## src/rtl/can_timing_pkg.sv

```systemverilog
// Shared constants for the CAN bit-timing slice: default config widths and segment codes.
package can_timing_pkg;
   localparam int BRP_W = 6;
   localparam int TS1_W = 4;
   localparam int TS2_W = 3;

   localparam logic [1:0] SEG_SYNC  = 2'd0;
   localparam logic [1:0] SEG_TSEG1 = 2'd1;
   localparam logic [1:0] SEG_TSEG2 = 2'd2;
endpackage

```

## src/rtl/can_tq_prescaler.sv

```systemverilog
// Time-quantum prescaler: counts 0..brp and flags the first and last clk of every tq.
// clr restarts the quantum in the same clk (the clr cycle is tq clk 0).
module can_tq_prescaler #(
   parameter int BRP_W = can_timing_pkg::BRP_W
) (
   input  logic             clk,
   input  logic             rst,
   input  logic             clr,
   input  logic [BRP_W-1:0] brp,
   output logic             tq_tick,
   output logic             tq_first
);
   import can_timing_pkg::*;

   logic [BRP_W-1:0] cnt_q, cnt_d, cnt_c;

   always_comb begin
      cnt_c    = clr ? '0 : cnt_q;
      tq_tick  = (cnt_c == brp);
      tq_first = (cnt_c == '0);
      cnt_d    = tq_tick ? '0 : cnt_c + BRP_W'(1);
   end

   always_ff @(posedge clk) begin
      if (!rst) cnt_q <= '0;
      else      cnt_q <= cnt_d;
   end
endmodule

```

## src/rtl/can_bit_timing.sv

```systemverilog
// CAN bit-timing controller: SYNC/TSEG1/TSEG2 sequencing with hard sync and SJW-limited resync.
// Strobes are combinational from state; a bus edge reaches the FSM 2 clk after rx changes.
module can_bit_timing #(
   parameter int BRP_W = can_timing_pkg::BRP_W,
   parameter int TS1_W = can_timing_pkg::TS1_W,
   parameter int TS2_W = can_timing_pkg::TS2_W
) (
   input  logic             clk,
   input  logic             rst,
   input  logic             rx,
   input  logic [BRP_W-1:0] brp,
   input  logic [TS1_W-1:0] tseg1,
   input  logic [TS2_W-1:0] tseg2,
   input  logic [1:0]       sjw,
   input  logic             hard_sync_en,
   output logic             sample_point,
   output logic             rx_bit,
   output logic             bit_start,
   output logic [1:0]       seg
);
   import can_timing_pkg::*;

   localparam int CW = TS1_W + 1;

   logic             sync1_q, sync1_d, sync2_q, sync2_d, prev_q, prev_d;
   logic             rx_bit_q, rx_bit_d, started_q, started_d, done_q, done_d;
   logic [1:0]       seg_q, seg_d;
   logic [CW-1:0]    cnt_q, cnt_d, ext_q, ext_d, shr_q, shr_d;
   logic [BRP_W-1:0] brp_q, brp_d, brp_c;
   logic [TS1_W-1:0] tseg1_q, tseg1_d, tseg1_c;
   logic [TS2_W-1:0] tseg2_q, tseg2_d, tseg2_c;
   logic [1:0]       sjw_q, sjw_d, sjw_c;

   logic          edge_det, hard_sync, soft_sync, tq_tick, tq_first, cfg_ld;
   logic [1:0]    seg_c;
   logic [CW-1:0] cnt_c, ext_c, shr_c, ext_n, shr_n;
   logic [CW-1:0] tseg1_x, tseg2_x, sjw_x, sjw_eff;
   logic          done_c, done_n;

   // The prescaler stays cleared until the grid starts, so the first bit opens on a fresh tq.
   can_tq_prescaler #(.BRP_W(BRP_W)) u_presc (
      .clk      (clk),
      .rst      (rst & started_q),
      .clr      (hard_sync),
      .brp      (brp_c),
      .tq_tick  (tq_tick),
      .tq_first (tq_first)
   );

   always_comb begin
      edge_det  = started_q & prev_q & ~sync2_q & rx_bit_q;
      hard_sync = edge_det & hard_sync_en;

      brp_c   = hard_sync ? brp   : brp_q;
      tseg1_c = hard_sync ? tseg1 : tseg1_q;
      tseg2_c = hard_sync ? tseg2 : tseg2_q;
      sjw_c   = hard_sync ? sjw   : sjw_q;
      tseg1_x = CW'(tseg1_c);
      tseg2_x = CW'(tseg2_c);
      sjw_x   = CW'(sjw_c);
      sjw_eff = (sjw_x < tseg2_x) ? sjw_x + CW'(1) : tseg2_x + CW'(1);

      // A hard sync makes this clk the first clk of a fresh SYNC.
      seg_c  = hard_sync ? SEG_SYNC : seg_q;
      cnt_c  = hard_sync ? '0 : cnt_q;
      ext_c  = hard_sync ? '0 : ext_q;
      shr_c  = hard_sync ? '0 : shr_q;
      done_c = hard_sync ? 1'b0 : done_q;

      ext_n     = ext_c;
      shr_n     = shr_c;
      done_n    = done_c;
      soft_sync = edge_det & ~hard_sync_en & ~done_c & (seg_c != SEG_SYNC);
      if (soft_sync) begin
         done_n = 1'b1;
         if (seg_c == SEG_TSEG1)
            ext_n = (cnt_c + CW'(1) < sjw_eff) ? cnt_c + CW'(1) : sjw_eff;
         else
            shr_n = (tseg2_x - cnt_c < sjw_eff) ? tseg2_x - cnt_c : sjw_eff;
      end

      seg_d  = seg_c;
      cnt_d  = cnt_c;
      ext_d  = ext_n;
      shr_d  = shr_n;
      done_d = done_n;
      cfg_ld = ~started_q | hard_sync;
      if (started_q && tq_tick) begin
         case (seg_c)
            SEG_SYNC: begin
               seg_d = SEG_TSEG1;
               cnt_d = '0;
            end
            SEG_TSEG1: begin
               if (cnt_c == tseg1_x + ext_n) begin
                  seg_d = SEG_TSEG2;
                  cnt_d = '0;
               end else begin
                  cnt_d = cnt_c + CW'(1);
               end
            end
            default: begin
               if (cnt_c + shr_n >= tseg2_x) begin
                  seg_d  = SEG_SYNC;
                  cnt_d  = '0;
                  ext_d  = '0;
                  shr_d  = '0;
                  done_d = 1'b0;
                  cfg_ld = 1'b1;
               end else begin
                  cnt_d = cnt_c + CW'(1);
               end
            end
         endcase
      end

      brp_d   = cfg_ld ? brp   : brp_q;
      tseg1_d = cfg_ld ? tseg1 : tseg1_q;
      tseg2_d = cfg_ld ? tseg2 : tseg2_q;
      sjw_d   = cfg_ld ? sjw   : sjw_q;

      sample_point = rst & started_q & (seg_c == SEG_TSEG2) & (cnt_c == '0) & tq_first;
      bit_start    = rst & started_q & (seg_c == SEG_SYNC) & tq_first;
      rx_bit_d     = sample_point ? sync2_q : rx_bit_q;
      rx_bit       = rx_bit_d;
      seg          = seg_c;

      sync1_d   = rx;
      sync2_d   = sync1_q;
      prev_d    = sync2_q;
      started_d = 1'b1;
   end

   always_ff @(posedge clk) begin
      if (!rst) begin
         sync1_q   <= 1'b1;
         sync2_q   <= 1'b1;
         prev_q    <= 1'b1;
         rx_bit_q  <= 1'b1;
         started_q <= 1'b0;
         done_q    <= 1'b0;
         seg_q     <= SEG_SYNC;
         cnt_q     <= '0;
         ext_q     <= '0;
         shr_q     <= '0;
         brp_q     <= '0;
         tseg1_q   <= '0;
         tseg2_q   <= '0;
         sjw_q     <= '0;
      end else begin
         sync1_q   <= sync1_d;
         sync2_q   <= sync2_d;
         prev_q    <= prev_d;
         rx_bit_q  <= rx_bit_d;
         started_q <= started_d;
         done_q    <= done_d;
         seg_q     <= seg_d;
         cnt_q     <= cnt_d;
         ext_q     <= ext_d;
         shr_q     <= shr_d;
         brp_q     <= brp_d;
         tseg1_q   <= tseg1_d;
         tseg2_q   <= tseg2_d;
         sjw_q     <= sjw_d;
      end
   end
endmodule

```

## config.mk

```make
export PLATFORM = sky130hd
export DESIGN_NAME = can_bit_timing
export DESIGN_NICKNAME = d
export VERILOG_FILES = /design/src/rtl/can_timing_pkg.sv /design/src/rtl/can_tq_prescaler.sv /design/src/rtl/can_bit_timing.sv
export SDC_FILE = /design/constraint.sdc
export NUM_CORES = 1
export LEC_CHECK = 0
export BUFFER_PORTS_ARGS = -buffer_cell sky130_fd_sc_hd__buf_2
export CAP_MARGIN = 20
export CORE_UTILIZATION = 50
export CTS_BUF_LIST = sky130_fd_sc_hd__clkbuf_4 sky130_fd_sc_hd__clkbuf_8
export DETAILED_ROUTE_END_ITERATION = 16
export HOLD_SLACK_MARGIN = 0.06
export PLACE_DENSITY = 0.78
export SETUP_SLACK_MARGIN = 0.15
export SYNTH_ARGS = -nofsm -noshare
export SYNTH_HDL_FRONTEND = slang
export SYNTH_HIERARCHICAL = 1
export SYNTH_SLANG_ARGS = --single-unit
```

## constraint.sdc

```tcl
create_clock -name clk -period 5.3 [get_ports clk]
set_input_delay 0.53 -clock clk [delete_from_list [all_inputs] [get_ports clk]]
set_output_delay 0.53 -clock clk [all_outputs]
set_load 0.01 [all_outputs]
```

==> After elaboration in Yosys (flattened, before gate mapping) <==
Index checks and enable logic that the tools add are counted.
{ "totals": {"regBits": 44, "in_bits": 19, "out_inout_bits": 5, "elab_cells": 96} }
{ "classes": {"addsub": 7, "n_lt_le_gt_ge": 4, "n_eq_ne": 4, "muxes": 40, "n_bitwise": 19, "reduce_logical": 7} }
{ "ops": {"columns": ["operator", "count"], "rows": [
  ["$mux W5", 18],
  ["$and A1 B1 Y1", 13],
  ["$mux W6", 2],
  ["$lt A5 B4 Y1", 2],
  ["$mux W1", 10],
  ["$mux W2", 5],
  ["$pmux W5 S2", 1],
  ["$mux W4", 2],
  ["$add A6 B1 Y6 const B", 1],
  ["$eq A6 B6 Y1", 1],
  ["$logic_not A6 Y1", 1],
  ["$add A4 B5 Y5", 1],
  ["$add A5 B1 Y5 const B", 1],
  ["$add A5 B5 Y5", 1],
  ["$eq A5 B5 Y1", 1],
  ["$ge A5 B3 Y1", 1],
  ["$logic_not A5 Y1", 1],
  ["$not A1 Y1", 5],
  ["$sub A3 B5 Y5", 1],
  ["$add A3 B1 Y4 const B", 1],
  ["$pmux W2 S2", 1],
  ["$reduce_or A2 Y1", 2],
  ["$add A2 B1 Y3 const B", 1],
  ["$lt A2 B3 Y1", 1],
  ["7 further kinds", 7]
]} }

==> Depth between registers and ports, before layout <==
{ "depth": {"word_depth": 16, "depth_mapped": 32, "ltp_nobuf": 29} }

==> Modules after synthesis <==
Netlist, hierarchy kept.
{ "modules_own_cells": {"columns": ["mod", "n_inst", "cells_each", "area_each_um2", "seq_area_each_um2"], "rows": [
  ["can_bit_timing", 1, 423, 3258.1, 760.7],
  ["can_tq_prescaler", 1, 54, 451.7, 120.1]
]} }

==> Least setup slack after synthesis <==
No wires, ideal clock.
{ "synth_path": {"kind": "register to register", "start": "reg started_q", "end": "reg brp_q[0]", "setup_ps": 72, "t_arrival_ps": 5474, "required_time_ps": 5228, "slack_ps": -245, "path_stages_with_launch": 31, "n_path_buf": 5, "period_less_slack_ps": 5545, "path_cell_list": "dfxtp_1 and4b_1 buf_6 nand2_4 inv_8 buf_2 buf_1 nand2_1 nand2_1 ha_1 a211oi_1 a2111oi_4 inv_1 ha_1 nand2b_1 and4bb_2 nor4_1 nor3_2 mux2i_1 a21o_1 fa_1 xnor2_1 ha_1 a21oi_1 o21ai_0 a21o_1 nor2_1 o211a_1 buf_4 buf_6 mux2i_1"} }
{ "synth_between": {"elab_chain_len": 16, "word_cells_on_any_way": 38, "cone_classes": "add/sub: 4; order compare: 3; eq/ne: 2; mux: 15; bitwise: 10; reduce/logical: 4"} }
{ "synth_rtl": {"columns": ["item", "line", "text"], "rows": [
  ["start, declared", "can_bit_timing.sv:26", "logic rx_bit_q, rx_bit_d, started_q, started_d, done_q, done_d;"],
  ["start signal, assigned", "can_bit_timing.sv:155", "started_q <= started_d;"],
  ["$and A1 B1 Y1 (*) (3 in a row)", "can_bit_timing.sv:51", "edge_det = started_q & prev_q & ~sync2_q & rx_bit_q;"],
  ["$and A1 B1 Y1 (*)", "can_bit_timing.sv:52", "hard_sync = edge_det & hard_sync_en;"],
  ["named net hard_sync", "can_bit_timing.sv:34", "logic edge_det, hard_sync, soft_sync, tq_tick, tq_first, cfg_ld;"],
  ["$mux W3 or $mux W2 (tied branches)", "can_bit_timing.sv:56, can_bit_timing.sv:57", null],
  ["$add A3 B1 Y4, or another cell as far along", "can_bit_timing.sv:61", "sjw_eff = (sjw_x < tseg2_x) ? sjw_x + CW'(1) : tseg2_x + CW'(1);"],
  ["$mux W4", "can_bit_timing.sv:61", null],
  ["$lt A5 B4 Y1", "can_bit_timing.sv:79", "shr_n = (tseg2_x - cnt_c < sjw_eff) ? tseg2_x - cnt_c : sjw_eff;"],
  ["$mux W5", "can_bit_timing.sv:79", null],
  ["$mux W5", "can_bit_timing.sv:76", "if (seg_c == SEG_TSEG1)"],
  ["$mux W5", "can_bit_timing.sv:74", "if (soft_sync) begin"],
  ["$add A5 B5 Y5", "can_bit_timing.sv:103", "if (cnt_c + shr_n >= tseg2_x) begin"],
  ["$ge A5 B3 Y1", "can_bit_timing.sv:103", null],
  ["$mux W1", "can_bit_timing.sv:103", null],
  ["$mux W1", "can_bit_timing.sv:89", "case (seg_c)"],
  ["$mux W1 (*)", "can_bit_timing.sv:88", "if (started_q && tq_tick) begin"],
  ["end signal, assigned", "can_bit_timing.sv:161", "brp_q <= brp_d;"],
  ["end, declared", "can_bit_timing.sv:29", "logic [BRP_W-1:0] brp_q, brp_d, brp_c;"]
]} }
The timed path passes the listed nets; every way through them passes the cells marked *.
A chain may end at the register's enable or synchronous reset.

==> results.txt <==
status - complete, but fails checks
failing checks - setup timing
area delta synth->final - 24.6%
clock slew at reported path FFs - 0.09 ns
flip-flop and latch area - 883 µm²
vias per cell - 5.88
DIE WIDTH - 88.1 µm
R2R Setup Slk - -0.29 ns
area of the multi-input gates - 0.00281 mm²
worst rel slew slack - 55.5%
grt ovf - 0
synth top area cells - dfxtp_1 (24%), nand2_1 (10%), ha_1 (7.1%), mux2i_1 (5.9%), xnor2_1 (3.8%)
Clock Latency Late Sink - 0.30 ns
CTS tree - built
period utilization - 105%
CP max stage cell - fa_2
max_cap viols - 0
largest net degree at the start of global routing - 40
Ys Warns - 6
worst clock skew - 0.00926 ns
RD Place Congestion - 0.911
HP Class - input port to register
vias in the first global route - 3548
Post-DRT Antenna Nets - 0
Net count, final - 577
sequential fraction of the synthesis area - 23.7%
Detailed Routing Iterations Pass 1 - 5
CP arrival - 5.83 ns
Mapped Avg Cell Area - 7.78 µm²
startpoint types - register
Fill cells - 583
Initial Util - 51.4%
minimum clock period - 5.59 ns
drt drc - 0
Worst EP required - 5.54 ns
Root Buffer - clkbuf_8
DP Worst Slack - -0.210 ns
Num CTS Buffers - 5
Worst Tran Pin Value - 0.668 ns
worst setup path class - register to register
Reg2Reg Depth - 26
Post-synth top cells - nand2_1 (99), dfxtp_1 (44), nor2_1 (35)
Highest Clock Rate - 179 MHz
RSZ-0062 raised after global routing - true
CTS sink cnt - 44
Hold WS - 0.414 ns
share of cells above drive strength 1 - 26.7%
GRT Util Overall - 28.0%
top fanout value on the critical path - 5
die height - 88.1 µm
number of synthesized flops with an enable pin - 0
setup TNS - -4.56 ns
global-route wire length before repair - 16900 µm
post-synth top area cell - dfxtp_1
n_diodes - 0
die area - 0.00777 mm²
HPWL after DPL - 7200 µm
via count - 3725
PnR worst setup slack - -0.290 ns
Syn Std Cell Area - 0.00371 mm²
ys flop type - dfxtp_1
Post-Route WL - 10800 µm
slowest cell delay on critical path - 0.62 ns
synthesized instance count - 477
initial drt markers - 346
Unique masters post-synth - 72
total power - 0.000880 W
Pwr Density - 190 mW/mm²
hold path depth - 2
PortBufs - 23
io pins - 24
Yosys top cell area share - 23.7%
top-count cell post-synth - nand2_1
fin. max-slew vios - 0
site row count - 31
initial antenna violation count - 0
Placeable Area - 0.00721 mm²
asr flop ratio synth - 0%
Clock Path Buffers - 2
number of hold buffers added after CTS - 0
wire length per cell - 17.0 µm
H-tree levels - 2
final setup fails - 33
CP most frequent cell - ha_4
Peak VDD IR - 0.148 mV
final hold vios - 0
CP Capture Type - register
P_leak - 2.00 nW
Seq cells post-synth - 44
-- worst max-delay path, delay by kind of cell, from the launching register on --
kind | cells | cell delay [ns]
simple gates | 7 | 1.02
mux | 2 | 0.52
compound gates | 9 | 2.03
flops | 1 | 0.32
fa+ha+maj | 4 | 1.24
buf+inv | 4 | 0.40
-- power by group --
| part | total [W] | internal, W | switching (W) |
|---|---|---|---|
| clock network | 0.000286 | 0.000166 | 0.000119 |
| logic | 0.000241 | 0.000116 | 0.000125 |
| registers | 0.000353 | 0.000341 | 0.0000113 |
| total | 0.000880 | 0.000624 | 0.000256 |
-- registers in the layout, summed over array words and instances, names as in the netlist --
name           count
prev_q             1
u_presc/cnt_q      6
sync1_q            1
brp_q              6
seg_q              2
tseg1_q            4
started_q          1
done_q             1
ext_q              5
sjw_q              2
prev_d             1
tseg2_q            3
shr_q              5
rx_bit_q           1
cnt_q              5
-- per-stage QoR --
step | cells | util, % | area (µm²)
after CTS | 631 | 62.6 | 4520
after floorplan | 478 | - | 3790
after global placement | 614 | 57.7 | 4170
final | 634 | 64.1 | 4620
after global routing | 634 | 64.1 | 4620
after detailed placement | 614 | 57.7 | 4170
-- kinds of logic (layout without fill, tap and decap cells) --
| family | count (synthesis) | after routing | synth area share [%] |
|---|---|---|---|
| AOI/OAI and AO/OA | 95 | 95 | 20.1 |
| xor gates and xnor gates | 23 | 23 | 6.00 |
| adders and majority gates | 24 | 24 | 8.70 |
| buffers and inverters | 51 | 108 | 6.27 |
| DFF | 44 | 44 | 23.7 |
| muxes | 24 | 24 | 6.64 |
| other | 1 | 2 | 0.101 |
| and+or+nand+nor | 215 | 215 | 28.5 |
-- final timing paths --
kind,start,endpoint
worst max register to register,prev_d,cnt_q[1]
worst min register to register,sync1_q,prev_d
worst min-delay path,rx,sync1_q
worst max-delay path,prev_d,cnt_q[1]
-- layout by cell type, fill, tap and decap left out, types with 7 or more instances in the layout --
cell      instances
a21o_1           11
a21oi_1          22
buf_2            23
buf_4            39
clkbuf_8          7
dfxtp_1          42
ha_1             15
inv_1            25
mux2i_1          20
nand2_1          98
nand3_1          16
nor2_1           33
nor3_1            9
o21ai_0           8
xnor2_1          15
-- per-layer routing --
layer / vias up / part of all wire (%) / GRT usage [%]
met5: - / 0 / 0
met4: 0 / 2.6 / 9.53
met3: 31 / 6.2 / 3.96
met2: 169 / 50 / 50.5
met1: 1741 / 41 / 34.1
li1: 1784 / - / -
-- repair_timing --
action / 4_1_cts / 5_1_grt
buffers inserted: 8 / 3
pin swaps: 19 / 14
hold endpoints to repair: 0 / 0
resized for setup: 30 / 18
setup endpoints to repair: 33 / 33
cloned: 1 / 0
-- cell type report --
type	instances	area share, %
clock inverters	1	0.650
well taps	99	2.68
clock buffers	7	2.08
flip-flops and latches	44	19.1
multi-input cells	383	60.9
inverters	28	2.54
repair buffers	72	12.1
Note: power is estimated with default switching activity, not from simulation.
